## config.mk

```make
export PLATFORM = sky130hd
export DESIGN_NAME = eu_mem_responder
export DESIGN_NICKNAME = d
export VERILOG_FILES = /design/src/rtl/eu_pkg.sv /design/src/rtl/eu_mem_array.sv /design/src/rtl/eu_mem_responder.sv
export SDC_FILE = /design/constraint.sdc
export NUM_CORES = 1
export LEC_CHECK = 0
export ABC_AREA = 1
export BUFFER_PORTS_ARGS = -buffer_cell sky130_fd_sc_hd__buf_2
export CAP_MARGIN = 0
export CORE_ASPECT_RATIO = 0.7
export CORE_MARGIN = 3
export CORE_UTILIZATION = 35
export DETAILED_ROUTE_END_ITERATION = 10
export GPL_TIMING_DRIVEN = 1
export MAX_ROUTING_LAYER = met4
export SKIP_CTS_REPAIR_TIMING = 1
export SLEW_MARGIN = 0
export SYNTH_ARGS = -nofsm -noshare
export SYNTH_HDL_FRONTEND = slang
export SYNTH_SLANG_ARGS = --single-unit
```

## constraint.sdc

```tcl
create_clock -name clk -period 3.14 [get_ports clk]
set_clock_uncertainty 0.2 [all_clocks]
set_input_delay 0.157 -clock clk [delete_from_list [all_inputs] [get_ports clk]]
set_output_delay 0.157 -clock clk [all_outputs]
set_load 0.02 [all_outputs]
```

## src/rtl/eu_pkg.sv

```systemverilog
// Shared definitions for the EU operand/result memory responder.
package eu_pkg;

   localparam int EU_DW    = 8;
   localparam int EU_AW    = 5;
   localparam int EU_DEPTH = 32;

   // Request direction, matching the EU's read_write encoding.
   localparam logic RW_READ  = 1'b0;
   localparam logic RW_WRITE = 1'b1;

   // Responder FSM states.
   typedef enum logic [1:0] {
      INIT = 2'd0,
      IDLE = 2'd1,
      RESP = 2'd2
   } state_t;

endpackage

```

## src/rtl/eu_mem_array.sv

```systemverilog
// Single-port synchronous store with registered read.
// A write returns the written data on rdata (write-first).
// Addresses at or beyond DEPTH are never written and read back as zero.
module eu_mem_array #(
   parameter int DW    = 8,
   parameter int AW    = 5,
   parameter int DEPTH = 32
) (
   input  logic          clk,
   input  logic          we,
   input  logic [AW-1:0] addr,
   input  logic [DW-1:0] wdata,
   output logic [DW-1:0] rdata
);

   localparam logic [AW:0] DEPTH_W = (AW+1)'(DEPTH);

   logic [DW-1:0] mem_r [DEPTH];
   logic [DW-1:0] rdata_r;
   logic          in_range_s;

   assign in_range_s = ({1'b0, addr} < DEPTH_W);

   // Storage write and registered read; no reset on the array itself.
   always_ff @(posedge clk) begin
      if (in_range_s) begin
         if (we) begin
            mem_r[addr] <= wdata;
            rdata_r     <= wdata;
         end else begin
            rdata_r     <= mem_r[addr];
         end
      end else begin
         rdata_r <= {DW{1'b0}};
      end
   end

   assign rdata = rdata_r;

endmodule

```

## src/rtl/eu_mem_responder.sv

```systemverilog
// Responder end of the EU operand/result memory interface.
// After reset the store is swept to zero, then one valid/ready request is
// served at a time, with the response presented one cycle after accept.
module eu_mem_responder
   import eu_pkg::*;
#(
   parameter int DW    = EU_DW,
   parameter int AW    = EU_AW,
   parameter int DEPTH = EU_DEPTH
) (
   input  logic          clk,
   input  logic          rst_n,
   input  logic          req_valid,
   output logic          req_ready,
   input  logic          req_rw,
   input  logic [AW-1:0] req_addr,
   input  logic [DW-1:0] req_wdata,
   output logic          rsp_valid,
   input  logic          rsp_ready,
   output logic [DW-1:0] rsp_rdata,
   output logic          rsp_err,
   output logic          init_done
);

   localparam logic [AW:0]   DEPTH_W  = (AW+1)'(DEPTH);
   localparam logic [AW-1:0] LAST_CLR = AW'(DEPTH - 1);

   state_t        state_r;
   state_t        state_next_s;
   logic [AW-1:0] clr_cnt_r;
   logic [AW-1:0] addr_hold_r;
   logic          req_ready_r;
   logic          rsp_valid_r;
   logic          rsp_err_r;
   logic          init_done_r;

   logic          mem_we_s;
   logic [AW-1:0] mem_addr_s;
   logic [DW-1:0] mem_wdata_s;
   logic [DW-1:0] mem_rdata_s;
   logic          in_range_s;
   logic          accept_s;
   logic          rsp_done_s;
   logic          last_clr_s;

   assign in_range_s = ({1'b0, req_addr} < DEPTH_W);
   assign last_clr_s = (clr_cnt_r == LAST_CLR);

   // Next-state and store-port control for the sweep/handshake FSM.
   always_comb begin
      state_next_s = state_r;
      mem_we_s     = 1'b0;
      mem_addr_s   = req_addr;
      mem_wdata_s  = req_wdata;
      accept_s     = 1'b0;
      rsp_done_s   = 1'b0;
      case (state_r)
         INIT: begin
            mem_we_s    = 1'b1;
            mem_addr_s  = clr_cnt_r;
            mem_wdata_s = {DW{1'b0}};
            if (last_clr_s) begin
               state_next_s = IDLE;
            end else begin
               state_next_s = INIT;
            end
         end
         IDLE: begin
            mem_addr_s = req_addr;
            if (req_valid && req_ready_r) begin
               accept_s     = 1'b1;
               mem_we_s     = (req_rw == RW_WRITE) && in_range_s;
               state_next_s = RESP;
            end else begin
               state_next_s = IDLE;
            end
         end
         RESP: begin
            // Keep re-reading the accepted word so the registered read stays stable.
            mem_addr_s = addr_hold_r;
            if (rsp_ready) begin
               rsp_done_s   = 1'b1;
               state_next_s = IDLE;
            end else begin
               state_next_s = RESP;
            end
         end
         default: begin
            state_next_s = INIT;
         end
      endcase
   end

   // State register.
   always_ff @(posedge clk or negedge rst_n) begin
      if (!rst_n) begin
         state_r <= INIT;
      end else begin
         state_r <= state_next_s;
      end
   end

   // Clear-sweep address counter, restarted by every reset.
   always_ff @(posedge clk or negedge rst_n) begin
      if (!rst_n) begin
         clr_cnt_r <= {AW{1'b0}};
      end else if (state_r == INIT) begin
         clr_cnt_r <= clr_cnt_r + AW'(1);
      end else begin
         clr_cnt_r <= clr_cnt_r;
      end
   end

   // Handshake flags, error flag and captured address.
   always_ff @(posedge clk or negedge rst_n) begin
      if (!rst_n) begin
         req_ready_r <= 1'b0;
         rsp_valid_r <= 1'b0;
         rsp_err_r   <= 1'b0;
         init_done_r <= 1'b0;
         addr_hold_r <= {AW{1'b0}};
      end else if (state_r == INIT && last_clr_s) begin
         req_ready_r <= 1'b1;
         init_done_r <= 1'b1;
      end else if (accept_s) begin
         req_ready_r <= 1'b0;
         rsp_valid_r <= 1'b1;
         rsp_err_r   <= !in_range_s;
         addr_hold_r <= req_addr;
      end else if (rsp_done_s) begin
         rsp_valid_r <= 1'b0;
         req_ready_r <= 1'b1;
      end
   end

   eu_mem_array #(
      .DW    (DW),
      .AW    (AW),
      .DEPTH (DEPTH)
   ) u_mem (
      .clk   (clk),
      .we    (mem_we_s),
      .addr  (mem_addr_s),
      .wdata (mem_wdata_s),
      .rdata (mem_rdata_s)
   );

   assign req_ready = req_ready_r;
   assign rsp_valid = rsp_valid_r;
   assign rsp_err   = rsp_err_r;
   assign init_done = init_done_r;
   // Read data is only exposed while a good response is pending, so it reads
   // zero out of reset and for out-of-range requests.
   assign rsp_rdata = (rsp_valid_r && !rsp_err_r) ? mem_rdata_s : {DW{1'b0}};

endmodule

```

# [Word-level counts from Yosys, hierarchy flattened]
# Memory sizes are Yosys's and may differ from the RTL's. A register that Yosys moved wholly into a read port is not among the register bits.
# Cells that the tools add are included.
[classes] n_addsub=1 n_mul=0 n_div=0 n_lt_le_gt_ge=0 eq_ne=3 shift=0 mux=20 bitwise_logic=1 n_reduce_logical=7
[op_table] operator="$mux W8" count=2
[op_table] operator="$mux W1" count=13
[op_table] operator="$pmux W5 S2" count=1
[op_table] operator="$pmux W2 S3" count=1
[op_table] operator="$add A5 B1 Y5 const B" count=1
[op_table] operator="$eq A5 B5 Y1 const B" count=1
[op_table] operator="$mux W2" count=2
[op_table] operator="$reduce_and A2 Y1" count=2
[op_table] operator="$reduce_bool A3 Y1" count=1
[op_table] operator="$eq A2 B1 Y1 const B" count=1
[op_table] operator="$eq A2 B2 Y1 const B" count=1
[op_table] operator="$logic_and A1 B1 Y1" count=2
[op_table] operator="$logic_not A2 Y1" count=1
[op_table] operator="$pmux W1 S2" count=1
[op_table] operator="$reduce_bool A2 Y1" count=1
[op_table] operator="$not A1 Y1" count=1
[word_totals] regBits=15 latchBits=0 mem_bits_rw=256 rom_bits=0 input_bits=18 output_inout_bits=12 wordCells=39 n_memories=1
[mem_list] name="u_mem.mem_r" words=32 word_bits=8 rd=1 rd_clocked_by_memory_dff=1 write_ports=1 line_no="eu_mem_array.sv:18" text="logic [DW-1:0] mem_r [DEPTH];"

# [Longest topological paths before layout]
[depth] ltp_word=5 ltp_mapped=11 depth_no_buf=9

# [Hierarchy]
# A second synthesis with hierarchy kept.
[hier_totals] hier_cells=1044 hier_area_um2=11641.2
[modules_own_cells] mod="eu_mem_array" n_inst=1 cells_per_inst=919 area_per_inst_um2=10726.5 seq_area_each_um2=7787.5
[modules_own_cells] mod="eu_mem_responder" n_inst=1 cells_per_inst=125 area_per_inst_um2=914.6 seq_area_each_um2=375.4

# [Worst setup path before layout]
# Ideal clock, no wire load.
[synth_path] path_kind="reg-to-reg" startpoint="register state_r[0]" endpoint="memory u_mem.mem_r[0][0] (data pin)" setup_ps=351 arrival_time_ps=1735 required_ps=2589 setup_slack_ps=854 path_stages_with_launch=6 path_buffers=1 period_less_slack_ps=2286 path_cell_list="dfrtp_1 -> inv_2 -> nand2_2 -> inv_1 -> buf_2 -> nor2_1"
[synth_via] elab_chain_cells=2
[synth_rtl] item="start, declared" line_no="eu_mem_responder.sv:28" text="state_t state_r;"
[synth_rtl] item="start signal, assigned" line_no="eu_mem_responder.sv:99" text="state_r <= state_next_s;"
[synth_rtl] item="$logic_not A2 Y1" line_no="eu_mem_responder.sv:57" text="case (state_r)"
[synth_rtl] item="$mux W8" line_no="eu_mem_responder.sv:57"
[synth_rtl] item="named net mem_wdata_s[0]" line_no="eu_mem_responder.sv:39" text="logic [DW-1:0] mem_wdata_s;"
[synth_rtl] item="end, declared" line_no="eu_mem_array.sv:18"
# The timed path passes the listed nets, and every way through them passes these cells.

==> results.md <==
- Endpoint class of the critical path: primary output
- Setup TNS after final layout: 0 ns
- Number of global-route vias before repair: 7276
- Result of the run: finished, final reports clean
- Arrival time worst endpoint: ~2.6 ns
- Maximum fanout count along the critical path: 28
- Summed instance area of the synthesized netlist: 11400 um2
- Min Clock Period, post-route: 2.97 ns
- Cell type of the slowest stage on the worst timing path: o21ai_0
- Top cells by count, synth: 340 x nand2_1, 256 x edfxtp_1, 176 x nand3_1
- Placed Area: ~12000 um2
- Die Area: approximately 35000 um2
- Final Total Pwr: around 0.014 W
- Family with the most delay on the worst path: buffers and inverters
- Post-synthesis register bit count: between 200 and 300
- Global-route wire length before repair: roughly 44 mm
- Area of all placed cells without fillers: between 10000 and 15000 um2
- Number of different library cells in the post-synthesis netlist: 27
- WHS Endpoint: u_mem.mem_r[29][1]$_DFFE_PP_
- Clock root buffer: clkbuf_16
- Count of flip-flops with a built-in enable after synthesis: about 260
- Number of design-rule violations left by the first detailed-router iteration: 793
- Antenna viol nets, final: 0
- Clock tree from TritonCTS: built
- Worst reg2reg setup slack: 0.51 ns
- Initial antenna violation count: 0
- Beginning of the worst hold path: req_wdata[1]
- CTS buffer count: 27
- Post-route DRC: 0
- Num ports: 30
- Slew margin rel.: between 40% and 50%
- RSZ-0062 raised after global routing: false
- Highest signal layer in the routed design: met4
- Pre-antenna DRT Iters: 5
- Portion of the post-synthesis area used by sequential elements: between 70 and 80%
- Longest individual stage delay on the worst path: about 0.37 ns
- Ratio of cells with drive above 1 in the final layout: around 12%
- Amount of wire on met2 after detailed routing: about 12 mm
- Share of the clock period used by the worst path: a little over nine tenths
- Share of flip-flops with an asynchronous set or reset: between 5 and 6%
- Critical path required time: 2.78 ns
- Power density over the cells: ~1000 nW/um2
- Area taken by flip-flops and latches: roughly 8200 um2
- Longest Clk Path Bufs: 3
- Leakage power: roughly 5.0 nW
- Via count: 7654
- Row count: 54
- Worst reg-to-reg path cell count: 5
- Layout overhead on the synthesized area: 15.4%
- Max-cap violation count: 0
- End of the worst register-to-register path: u_mem.mem_r[18][4]$_DFFE_PP_
- Startpoint kind of the worst setup timing path: flop
- Cell type with the highest occurrence count on the critical path: nor2_1
- Residual overflow from global routing: 0
- Starting Density: 36.1%
- Height of the die: 157 um
- Half-perimeter wire length after detailed placement: 17.7 mm
- Setup violators final: 0
- Number of port buffers: 28
- Worst-Skew Late Latency: approximately 0.53 ns
- Area leader, netlist: edfxtp_1
- Routed wl met3: around 2.7 mm
- Nets: ~1100
- Largest vdd supply drop: around 0.64 mV
- Critical path buffer and inverter count: 3
- Maximum number of pins on one net before global-route repair: approximately 130
- Ys Warns: 0
- Post-synthesis average cell area: around 11 um2
- Area of the multi-input gates: 2910 um2
- Area fraction of the dominant cell type after synthesis: between 60% and 70%
- Count of mapped cells out of synthesis: 1036
- HP Class: primary input to flop
- Max H-tree Level: 1
- Clock transition at the registers of the reported paths: around 0.06 ns
- Startpoint of the worst register-to-register path: state_r[0]$_DFF_PN0_
- Total wire length: 29.0 mm
- Final Max Tran Viols: 0
- Depth of the worst hold-timing path: 4
- Cell with the most instances after synthesis: nand2_1
- Total track usage: between 15 and 20%
- Hold Fails Final Rpt: 0
- Die extent in x: 222 um
- Most used flip-flop cell after synthesis: edfxtp_1
- Actual slew at the worst max-slew pin: just under 0.8 ns
- Detailed-route vias per instance: approximately 5
- Number of diodes added for antenna fixing: 0
- Final weighted congestion in routability-driven placement: ~0.86
- Crit-path cells: clkinv_2 -> buf_12 -> o21ai_0 -> o21ai_0 -> nor2_1 -> nor2_1 -> nor2_1 -> nor2_1 -> buf_2
- Net count of the mapped netlist: 1056
- Core Region: roughly 32000 um2
- DRT met1 WL: 14.1 mm
- Number of sinks driven by the clock tree: around 280
- Achievable clock frequency: between 300 and 400 MHz
- Startpoint-to-endpoint class of the critical path: flop to primary output
- Total of fill cells in the finished design: 2947
- DR WL/cell: roughly 19 um
- Leading post-synthesis cells by cell area: edfxtp_1 67%, nand2_1 11%, nand3_1 7.7%, dfrtp_1 3.3%, nor2_1 3.1%
layout make-up:
cell class	count	area share (%)
Multi-Input combinational cell	668	22.0
Sequential cell	276	61.8
Tap cell	420	3.98
Timing Repair Buffer	78	4.45
Clock buffer	32	5.26
Clock inverter	16	1.39
Inverter	36	1.03
per-stage QoR:
step,std cells,worst slack [ns],util (%),hold WS (ns)
3_5_place_dp,1469,0.496,38.6,-0.111
6_report,1526,0.173,41.7,0.0855
3_3_place_gp,1469,0.573,38.6,-0.116
2_1_floorplan,1036,0.854,-,-0.339
4_1_cts,1517,0.219,41.4,-0.678
5_1_grt,1526,0.0400,41.7,0.0884
where the power goes:
group | switching [W] | total, W | internal (W)
clock network | 0.00135 | 0.00325 | 0.00190
logic | 0.00371 | 0.00511 | 0.00140
registers | 0.000249 | 0.00523 | 0.00498
kinds of logic (layout without fill, tap and decap cells):
group           after synthesis  after routing  synth area share [%]
simple gates                619            619                  22.5
compound gates               43             43                  2.23
flops                       276            276                  71.3
buf+inv                      92            162                  3.45
fa+ha+maj                     2              2                 0.219
other cells                   1              1                0.0328
xor+xnor                      3              3                 0.230
worst max path at each step:
stage / from / cells after the start / endpoint
3_3_place_gp: state_r[0]$_DFF_PN0_ / 5 / u_mem.mem_r[18][0]$_DFFE_PP_
4_1_cts: flop / 10 / rsp_rdata[1]
5_1_grt: flop / 10 / rsp_rdata[4]
3_5_place_dp: state_r[0]$_DFF_PN0_ / 5 / u_mem.mem_r[18][4]$_DFFE_PP_
2_1_floorplan: state_r[0]$_DFF_PN0_ / 5 / u_mem.mem_r[0][0]$_DFFE_PP_
6_report: flop / 9 / rsp_rdata[4]
per-layer routing:
metal	vias up	GRT usage, %
li1	3643	-
met1	3666	26.0
met3	38	3.78
met2	307	22.9
met4	0	3.74
met5	-	-
worst min-delay path, stage by stage:
cell and delay [ns]:
buf_2 0.10, inv_1 0.05, nor2_2 0.04, buf_4 0.24
registers in the layout (all words and copies together) (netlist names), named ones only:
| register | flops |
|---|---|
| u_mem.mem_r | 256 |
| clr_cnt_r | 5 |
| rsp_valid | 1 |
| addr_hold_r | 5 |
| init_done | 1 |
| state_r | 2 |
| req_ready | 1 |
cells in the final DEF (no fill, tap or decap), types with 5 or more instances in the layout:
cell type,n
edfxtp_1,256
buf_2,28
dfrtp_1,15
clkbuf_1,5
nand2_1,340
nand3_1,176
inv_1,28
nor2_2,8
dlygate4sd3_1,9
clkinv_1,7
inv_2,6
o21ai_0,29
clkbuf_16,27
nor2_1,88
buf_4,37
(Power assumes the default switching activity.)
